===== src/rtl/pb_pkg.sv =====
`default_nettype none
// +------------------------------------------------------------------+
// | Module   : pb_pkg                                                |
// | Brief    : Shared state encoding and defaults for push-button    |
// |            conditioning (pb_sync, pb_debounce).                  |
// | Revision : 1.0 - initial release                                 |
// +------------------------------------------------------------------+
package pb_pkg;

    typedef logic [1:0] pb_state_t;

    localparam pb_state_t c_IDLE         = 2'd0;
    localparam pb_state_t c_PRESS_WAIT   = 2'd1;
    localparam pb_state_t c_PRESSED      = 2'd2;
    localparam pb_state_t c_RELEASE_WAIT = 2'd3;

    // 20 ms at 50 MHz
    localparam int PB_DEBOUNCE_DEFAULT = 1000000;

endpackage : pb_pkg
`default_nettype wire


===== src/rtl/pb_sync.sv =====
`default_nettype none
// +------------------------------------------------------------------+
// | Module   : pb_sync                                               |
// | Brief    : SYNC_STAGES-deep flop chain bringing an asynchronous  |
// |            pad into clk; synchronous reset to 0.                 |
// | Revision : 1.0 - initial release                                 |
// +------------------------------------------------------------------+
module pb_sync #(
    parameter int SYNC_STAGES = 2
) (
    input  logic clk,
    input  logic rst,
    input  logic i_async,
    output logic o_sync
);

    logic [SYNC_STAGES-1:0] r_chain;

    always_ff @(posedge clk) begin
        if (rst) begin
            r_chain <= '0;
        end else begin
            r_chain <= {r_chain[SYNC_STAGES-2:0], i_async};
        end
    end

    assign o_sync = r_chain[SYNC_STAGES-1];

endmodule : pb_sync
`default_nettype wire


===== src/rtl/pb_debounce.sv =====
`default_nettype none
// +------------------------------------------------------------------+
// | Module   : pb_debounce                                           |
// | Brief    : Push-button synchroniser + stable-time filter with    |
// |            clean level and one-cycle press/release strobes.      |
// |            Define PB_ACTIVE_LOW_EN for pull-up buttons           |
// |            (pad 0 = pressed).                                    |
// | Revision : 1.0 - initial release                                 |
// +------------------------------------------------------------------+
module pb_debounce
    import pb_pkg::*;
#(
    parameter int DEBOUNCE_CYCLES = PB_DEBOUNCE_DEFAULT,
    parameter int SYNC_STAGES     = 2
) (
    input  logic clk,
    input  logic rst,
    input  logic pb_raw,
    output logic pb_level,
    output logic pb_press,
    output logic pb_release
);

    localparam int                 c_CNT_W    = $clog2(DEBOUNCE_CYCLES + 1);
    localparam logic [c_CNT_W-1:0] c_CNT_LAST = c_CNT_W'(DEBOUNCE_CYCLES - 1);
    localparam logic [c_CNT_W-1:0] c_CNT_ONE  = c_CNT_W'(1);

    logic               w_pb_logical;
    logic               w_s;
    pb_state_t          r_state;
    pb_state_t          w_state_nxt;
    logic [c_CNT_W-1:0] r_cnt;
    logic [c_CNT_W-1:0] w_cnt_nxt;
    logic               r_level;
    logic               r_press;
    logic               r_release;
    logic               w_level_nxt;
    logic               w_press_nxt;
    logic               w_release_nxt;

`ifdef PB_ACTIVE_LOW_EN
    assign w_pb_logical = ~pb_raw;
`else
    assign w_pb_logical = pb_raw;
`endif

    pb_sync #(
        .SYNC_STAGES (SYNC_STAGES)
    ) u_sync (
        .clk     (clk),
        .rst     (rst),
        .i_async (w_pb_logical),
        .o_sync  (w_s)
    );

    // State, counter and registered outputs
    always_ff @(posedge clk) begin
        if (rst) begin
            r_state   <= c_IDLE;
            r_cnt     <= '0;
            r_level   <= 1'b0;
            r_press   <= 1'b0;
            r_release <= 1'b0;
        end else begin
            r_state   <= w_state_nxt;
            r_cnt     <= w_cnt_nxt;
            r_level   <= w_level_nxt;
            r_press   <= w_press_nxt;
            r_release <= w_release_nxt;
        end
    end

    // Any opposite-level sample drops the candidate; cnt stops at the last value.
    always_comb begin
        w_state_nxt = r_state;
        w_cnt_nxt   = r_cnt;
        case (r_state)
            c_IDLE: begin
                if (w_s) begin
                    if (DEBOUNCE_CYCLES == 1) begin
                        w_state_nxt = c_PRESSED;
                        w_cnt_nxt   = '0;
                    end else begin
                        w_state_nxt = c_PRESS_WAIT;
                        w_cnt_nxt   = c_CNT_ONE;
                    end
                end
            end
            c_PRESS_WAIT: begin
                if (!w_s) begin
                    w_state_nxt = c_IDLE;
                    w_cnt_nxt   = '0;
                end else if (r_cnt == c_CNT_LAST) begin
                    w_state_nxt = c_PRESSED;
                    w_cnt_nxt   = '0;
                end else begin
                    w_cnt_nxt   = r_cnt + c_CNT_ONE;
                end
            end
            c_PRESSED: begin
                if (!w_s) begin
                    if (DEBOUNCE_CYCLES == 1) begin
                        w_state_nxt = c_IDLE;
                        w_cnt_nxt   = '0;
                    end else begin
                        w_state_nxt = c_RELEASE_WAIT;
                        w_cnt_nxt   = c_CNT_ONE;
                    end
                end
            end
            c_RELEASE_WAIT: begin
                if (w_s) begin
                    w_state_nxt = c_PRESSED;
                    w_cnt_nxt   = '0;
                end else if (r_cnt == c_CNT_LAST) begin
                    w_state_nxt = c_IDLE;
                    w_cnt_nxt   = '0;
                end else begin
                    w_cnt_nxt   = r_cnt + c_CNT_ONE;
                end
            end
            default: begin
                w_state_nxt = c_IDLE;
                w_cnt_nxt   = '0;
            end
        endcase
    end

    // Strobes come only from an accepted change, never from a rejected bounce.
    always_comb begin
        w_level_nxt   = (w_state_nxt == c_PRESSED) || (w_state_nxt == c_RELEASE_WAIT);
        w_press_nxt   = (w_state_nxt == c_PRESSED) &&
                        ((r_state == c_IDLE) || (r_state == c_PRESS_WAIT));
        w_release_nxt = (w_state_nxt == c_IDLE) &&
                        ((r_state == c_PRESSED) || (r_state == c_RELEASE_WAIT));
    end

    assign pb_level   = r_level;
    assign pb_press   = r_press;
    assign pb_release = r_release;

endmodule : pb_debounce
`default_nettype wire


===== config.mk =====
export PLATFORM = sky130hd
export DESIGN_NAME = pb_debounce
export DESIGN_NICKNAME = d
export VERILOG_FILES = /design/src/rtl/pb_pkg.sv /design/src/rtl/pb_sync.sv /design/src/rtl/pb_debounce.sv
export SDC_FILE = /design/constraint.sdc
export NUM_CORES = 1
export LEC_CHECK = 0
export CORE_MARGIN = 5
export CORE_UTILIZATION = 55
export DETAILED_ROUTE_END_ITERATION = 10
export PLACE_DENSITY = 0.74
export RECOVER_POWER = 25
export SLEW_MARGIN = 20
export SYNTH_ARGS = -nofsm -noshare
export SYNTH_HDL_FRONTEND = slang
export SYNTH_HIERARCHICAL = 1
export SYNTH_SLANG_ARGS = --single-unit

===== constraint.sdc =====
create_clock -name clk -period 4 [get_ports clk]
set_clock_uncertainty 0.1 [all_clocks]
set_input_delay 0.6 -clock clk [delete_from_list [all_inputs] [get_ports clk]]
set_output_delay 0.6 -clock clk [all_outputs]
set_load 0.05 [all_outputs]

==> results of run 1 <==
[worst paths after layout]
| check | startpoint | end | slack, ns | cells after the start |
|---|---|---|---|---|
| setup / recovery | rst | r_cnt[6]$_SDFFE_PP0P_ | 1.46 | 5 |
| hold / removal | u_sync/r_chain[0]$_SDFF_PP0_ | u_sync/r_chain[1]$_SDFF_PP0_ | 0.36 | 1 |
| setup reg to reg | r_cnt[0]$_SDFFE_PP0P_ | r_cnt[6]$_SDFFE_PP0P_ | 1.74 | 6 |
| hold reg to reg | u_sync/r_chain[0]$_SDFF_PP0_ | u_sync/r_chain[1]$_SDFF_PP0_ | 0.36 | 1 |
[sequential cells by signal, indices dropped and copies added, names as in the netlist]
register        cells
pb_press            1
r_state             2
r_cnt              20
pb_release          1
u_sync/r_chain      2
pb_level            1
[per-stage QoR]
step	worst slack [ns]	area (µm²)	cells	utilization
floorplan	2.13	1290	149	-
global placement	1.28	1340	176	0.598
detailed placement	1.22	1340	176	0.598
CTS	1.56	1360	180	0.611
global route	1.30	1360	180	0.611
finish	1.46	1360	180	0.611
[worst max-delay path: stages]
cell	delay (ns)
dlygate4sd3_1	0.66
nand2b_1	0.26
a211oi_4	0.75
o21ai_0	0.22
a31oi_1	0.21
[power groups by stage]
stage / combinational, mW / sequential (mW) / clock [mW]
2_1_floorplan: 0.0116 / 0.278 / 0
3_3_place_gp: 0.0161 / 0.279 / 0
3_5_place_dp: 0.0163 / 0.279 / 0
4_1_cts: 0.0164 / 0.273 / 0.121
5_1_grt: 0.0178 / 0.274 / 0.136
6_report: 0.0163 / 0.273 / 0.120
[final cells by class]
type                            count  area share
Sequential cell                    27       0.396
Inverter                            7      0.0193
Clock inverter                      1     0.00367
Timing Repair Buffer                5      0.0367
Tap cell                           28      0.0257
Multi-Input combinational cell    109       0.502
Clock buffer                        3      0.0165
[placed cells by master, fill, tap and decap left out, drive strengths merged, types with 4 or more instances in the layout]
cell type and count:
o21ai 5, xnor2 7, nand3 7, xor2 4, a31oi 7, inv 7, clkdlybuf4s50 4, nand4 9
a21oi 11, nor2 16, dfxtp 27, nand2 8, nor3 9
[layer usage]
layer  wire length, µm  vias to the layer above  share of wire  track usage
met5                 0                        -              0            0
li1                  -                      540              -            -
met2              1240                       26           0.47        0.271
met3                96                        2          0.037       0.0263
met1              1270                      492           0.48        0.235
met4                21                        0         0.0080       0.0629
[logic make-up after synthesis]
| logic type | count (synthesis) | share of synthesized area |
|---|---|---|
| AND/OR/NAND/NOR | 68 | 0.297 |
| AO/OA/AOI/OAI | 29 | 0.149 |
| flip-flops | 27 | 0.419 |
| buffers and inverters | 13 | 0.0514 |
| XOR/XNOR | 11 | 0.0746 |
| adder cells (fa/ha/maj) | 1 | 0.00969 |
==> summary.md, run 1 <==
| Metric | Value |
|---|---|
| Status | finished clean |
| Via Count | 1060 |
| Power Internal | about 0.31 mW |
| Post-route DRC | 0 |
| Die Height | 58.5 µm |
| DP HPWL | roughly 1900 µm |
| DIE WIDTH | 58.5 µm |
| CTS Root Cell | clkbuf_4 |
| Hold_buf cts | 0 |
| Avg Cell Area, Syn | 8.67 µm² |
| Skew-Pair Late Insertion Delay | 0.33 ns |
| Power Total | 0.409 mW |
| Total Routing Usage GR | 0.171 |
| Startpoint Class | primary input |
| Final WL | 2630 µm |
| Max-Slew Margin vs Limit | 0.360 |
| Leakage | 0.415 nW |
| Initial core utilization | 0.578 |
| Crit path time final | 2.54 ns |
| Full die area | 3420 µm² |
| HP Class | reg -> reg |
| Sw Ratio | 0.233 |
| Worst-margin pin slew | 0.952 ns |
| Vias in the first global route | between 1k and 1.5k |
| First-pass GRT wire length | 4600 µm |
| Vias/cell | 5.89 |
| Critical Path Sink Type | flop |
| Largest net degree at the start of global routing | 22 |
| Area occupied by registers | 541 µm² |
| Top_reg_cell synth | dfxtp_1 |
| Synth async-reset ratio | 0 |
| Net Sw Power | between 0.09 and 0.1 mW |
| DR iter-0 viols | 41 |
| Clock power frac | 0.293 |
| Hold Fails Final Rpt | 0 |
| Clock Pin Slew Worst Setup and Hold Paths | ~0.15 ns |
| # Max-Cap Violations | 0 |
| Register area share after synthesis | 0.419 |
| Overflow after GRT | 0 |
| Critical path peak fanout | 21 |
| Setup violators final | 0 |
| Slew Viols, Final | 0 |
| EDFF count, synth | 0 |
| CP Class | in -> reg |
| Largest area contributor in the netlist | dfxtp_1 |
| Area grow syn2layout | 5.62% |
| Initial antenna violation count | 0 |
| Share of cells above drive strength 1 | 0.0658 |
| FMAX | about 0.4 GHz |
| Mapped Area | 1290 µm² |
| Tcrit/Tclk final | 0.635 |
| I/O Pins | 6 |
| Unique masters post-synth | 35 |
| First-pass DRT Iterations | 4 |
| PostCTS Resize Cnt | 0 |
| Yosys top cell area share | 0.419 |
| Multi-input gate area | about 680 µm² |
| Syn Nets | between 150 and 200 |
| Pwr Density | 300 nW/µm² |
| Setup_tns | 0 ns |
| # rows | 17 |
| Worst hold slack | approximately 0.36 ns |
| TritonCTS clock tree | built |
| Yosys warning total | 6 |
| Diode count | 0 |
| RSZ-0062 raised after global routing | no |
| Synth Register Bits | 27 |
| IO buf count | 5 |
| Ranking of synthesized cells by area | dfxtp_1 42%, xnor2_1 4.7%, nand4_1 4.4%, nor2_1 4.4%, a21oi_1 4.3% |
| Number of nets in the layout | between 150 and 200 |
| Worst VDD drop | 207 µV |
| RD Place Congestion | 0.833 |
| H-tree depth | 1 |
| Combinational Power Share | 0.040 |
| Synth cell count leaders | 27 x dfxtp_1, 15 x nor2_1, 11 x a21oi_1 |
| Postcts setup bufs | 0 |
| WP data arrival | around 2.7 ns |
| Clk sinks | 27 |
| Synth Instances | roughly 150 |
| Clock Path Buffers | 2 |
| ANT nets after route | 0 |
| Number of filler cells placed in the layout | 209 |
| CTS buffer count | 3 |
| Flop pwr share | 0.667 |
| WL per Instance | approximately 15 µm |
| Core area | 2230 µm² |
| Count leader, synth | dfxtp_1 |
| Critical Path RT | 4.17 ns |
(Power assumes the default switching activity.)
==> run 2: changes to the inputs <==
clock period = 2.5 ns   (was 4 ns; I/O delays follow)
==> run 2 against run 1 <==
  * Critical path depth did not move
  * First-iteration DRC count fell by 68%
  * Sequential power rose by 60%
  * Flip-flop and latch count unchanged
  * Die area is the same
  * Critical path type is now reg -> reg
  * Highest routed layer unchanged
==> summary.md, run 2 (synthesis gave the netlist of run 1 again) <==
| Metric | Value |
|---|---|
| Status | finished clean |
| Final core utilization | 0.618 (+0.00784) |
| Crit path time final | 2.00 ns |
| ANT nets after route | 0 (unchanged) |
| R2R Setup Slk | 0.50 ns (-1.24 ns) |
| Clock Pin Slew Worst Setup and Hold Paths | 0.14 ns (about the same) |
| DP HPWL | 1910 µm (+0.96%) |
| Skew-Pair Late Insertion Delay | 0.33 ns (about the same) |
| Area grow syn2layout | 6.98% |
| Hold_buf cts | 0 (unchanged) |
| Total Routing Usage GR | 0.171 (-0.000834) |
| Slew Viols, Final | 0 (unchanged) |
| Overflow after GRT | 0 (unchanged) |
| Leakage | 0.435 nW (+4.7%) |
| Via Count | 1097 (+3.5%) |
| I/O Pins | 6 (unchanged) |
| Max FFs per register | 20 (unchanged) |
| Final WL | 2590 µm (-1.6%) |
| Number of filler cells placed in the layout | 208 (-0.48%) |
| DR iter-0 viols | 13 (-68%) |
| Worst VDD drop | 327 µV (+58%) |
| WP data arrival | 2.11 ns (-0.60 ns) |
| CTS Root Cell | clkbuf_4 |
| Tcrit/Tclk final | 0.798 |
| R2r endpoint | pb_release$_SDFF_PP0_ |
| Most frequent cells in the layout | 27 x dfxtp_1, 15 x nor2_1, 11 x a21oi_1, 9 x nand4_1, 9 x nor3_1 |
| Die Height | 58.5 µm (unchanged) |
| Most flops, register | r_cnt |
| Largest net degree at the start of global routing | 22 (unchanged) |
| Number of nets in the layout | 160 (+1.9%) |
| Max-Slew Margin vs Limit | 0.643 (+0.283) |
| Share of cells above drive strength 1 | 0.0710 (+0.00518) |
| H-tree depth | 1 (unchanged) |
| RSZ-0062 raised after global routing | no |
| Reg2Reg Depth | 5 (-1) |
| First-pass DRT Iterations | 4 (unchanged) |
| Setup violators final | 0 (unchanged) |
| Clk sinks | 27 (unchanged) |
| DIE WIDTH | 58.5 µm (unchanged) |
| WL per Instance | 14.1 µm (-3.2%) |
| Vias/cell | 5.99 (+1.8%) |
| CTS buffer count | 3 (unchanged) |
| Postcts setup bufs | 0 (unchanged) |
| Most common cell after layout, fill and taps aside | dfxtp_1 |
| Top flop regs | r_cnt x20, r_state x2, u_sync/r_chain x2 |
| Startpoint Class | flop |
| Core area | 2230 µm² (unchanged) |
| Clock Path Buffers | 2 (unchanged) |
| Diode count | 0 (unchanged) |
| # Max-Cap Violations | 0 (unchanged) |
| Initial core utilization | 0.578 (unchanged) |
| Worst-margin pin slew | 0.531 ns (-0.421 ns) |
| First-pass GRT wire length | 4640 µm (+0.74%) |
| Hold Fails Final Rpt | 0 (unchanged) |
| Full die area | 3420 µm² (unchanged) |
| Worst Setup SP | r_cnt[0]$_SDFFE_PP0P_ |
| RD Place Congestion | 0.826 (-0.84%) |
| # rows | 17 (unchanged) |
| TritonCTS clock tree | built |
| HP Class | reg -> reg |
| Critical path peak fanout | 5 (-76%) |
| Critical Path RT | 2.61 ns (-1.56 ns) |
| CP Class | reg -> reg |
| Initial antenna violation count | 0 (unchanged) |
| Critical Path Sink Type | flop |
| IO buf count | 5 (unchanged) |
| Setup_tns | 0 ns (unchanged) |
| Post-route DRC | 0 (unchanged) |
| PostCTS Resize Cnt | 0 (unchanged) |
| CP endpoint | pb_release$_SDFF_PP0_ |
| Reg-to-reg critical path startpoint | r_cnt[0]$_SDFFE_PP0P_ |
| Vias in the first global route | 1054 (+4.5%) |
| Pwr Density | 475 nW/µm² (+58%) |
| FMAX | 0.501 GHz |
==> run 2: layout make-up <==
class | count | area [µm²] | area share
well taps | 28 | 35.0 | 0.0254
inverters | 7 | 26.3 | 0.0190
clock buffers | 4 | 26.3 | 0.0190
repair buffers | 8 | 68.8 | 0.0498
flip-flops and latches | 27 | 541 | 0.391
multi-input cells | 109 | 684 | 0.495
==> run 2: worst min path at each step <==
stage,start,endpoint,slack [ns],cells past startpoint
floorplan,u_sync/r_chain[0]$_SDFF_PP0_,u_sync/r_chain[1]$_SDFF_PP0_,0.31,1
global placement,u_sync/r_chain[0]$_SDFF_PP0_,u_sync/r_chain[1]$_SDFF_PP0_,0.32,1
detailed placement,u_sync/r_chain[0]$_SDFF_PP0_,u_sync/r_chain[1]$_SDFF_PP0_,0.33,1
CTS,u_sync/r_chain[0]$_SDFF_PP0_,u_sync/r_chain[1]$_SDFF_PP0_,0.36,1
global route,u_sync/r_chain[0]$_SDFF_PP0_,u_sync/r_chain[1]$_SDFF_PP0_,0.37,1
finish,u_sync/r_chain[0]$_SDFF_PP0_,u_sync/r_chain[1]$_SDFF_PP0_,0.36,1
==> run 2: routing by layer <==
| metal | up-vias | wire (µm) | GRT usage |
|---|---|---|---|
| met5 | - | 0 | 0 |
| met2 | 23 | 1240 | 0.278 |
| met3 | 5 | 71 | 0.0219 |
| met4 | 0 | 40 | 0.0695 |
| met1 | 521 | 1240 | 0.227 |
| li1 | 548 | - | - |
==> run 2: power by group <==
group | internal, mW | switching, mW
Combinational | 0.0105 | 0.0175
Clock | 0.0626 | 0.128
Sequential | 0.434 | 0.00320
Total | 0.507 | 0.149
==> run 2: through the flow <==
| stage | hold slack [ns] | instance area [µm²] | cells | power (mW) | setup WS [ns] |
|---|---|---|---|---|---|
| 2_1_floorplan | 0.314 | 1290 | 149 | 0.464 | 0.730 |
| 3_3_place_gp | 0.319 | 1360 | 179 | 0.474 | 0.469 |
| 3_5_place_dp | 0.329 | 1360 | 179 | 0.475 | 0.425 |
| 4_1_cts | 0.360 | 1390 | 183 | 0.659 | 0.521 |
| 5_1_grt | 0.374 | 1380 | 183 | 0.680 | 0.248 |
| 6_report | 0.358 | 1380 | 183 | 0.656 | 0.505 |
==> run 2: worst max-delay path: stages (launching register included) <==
cell     delay (ns)
dfxtp_1        0.41
ha_1           0.22
nand3_1        0.17
nor2_1         0.39
nand2_1        0.21
nor4b_1        0.40
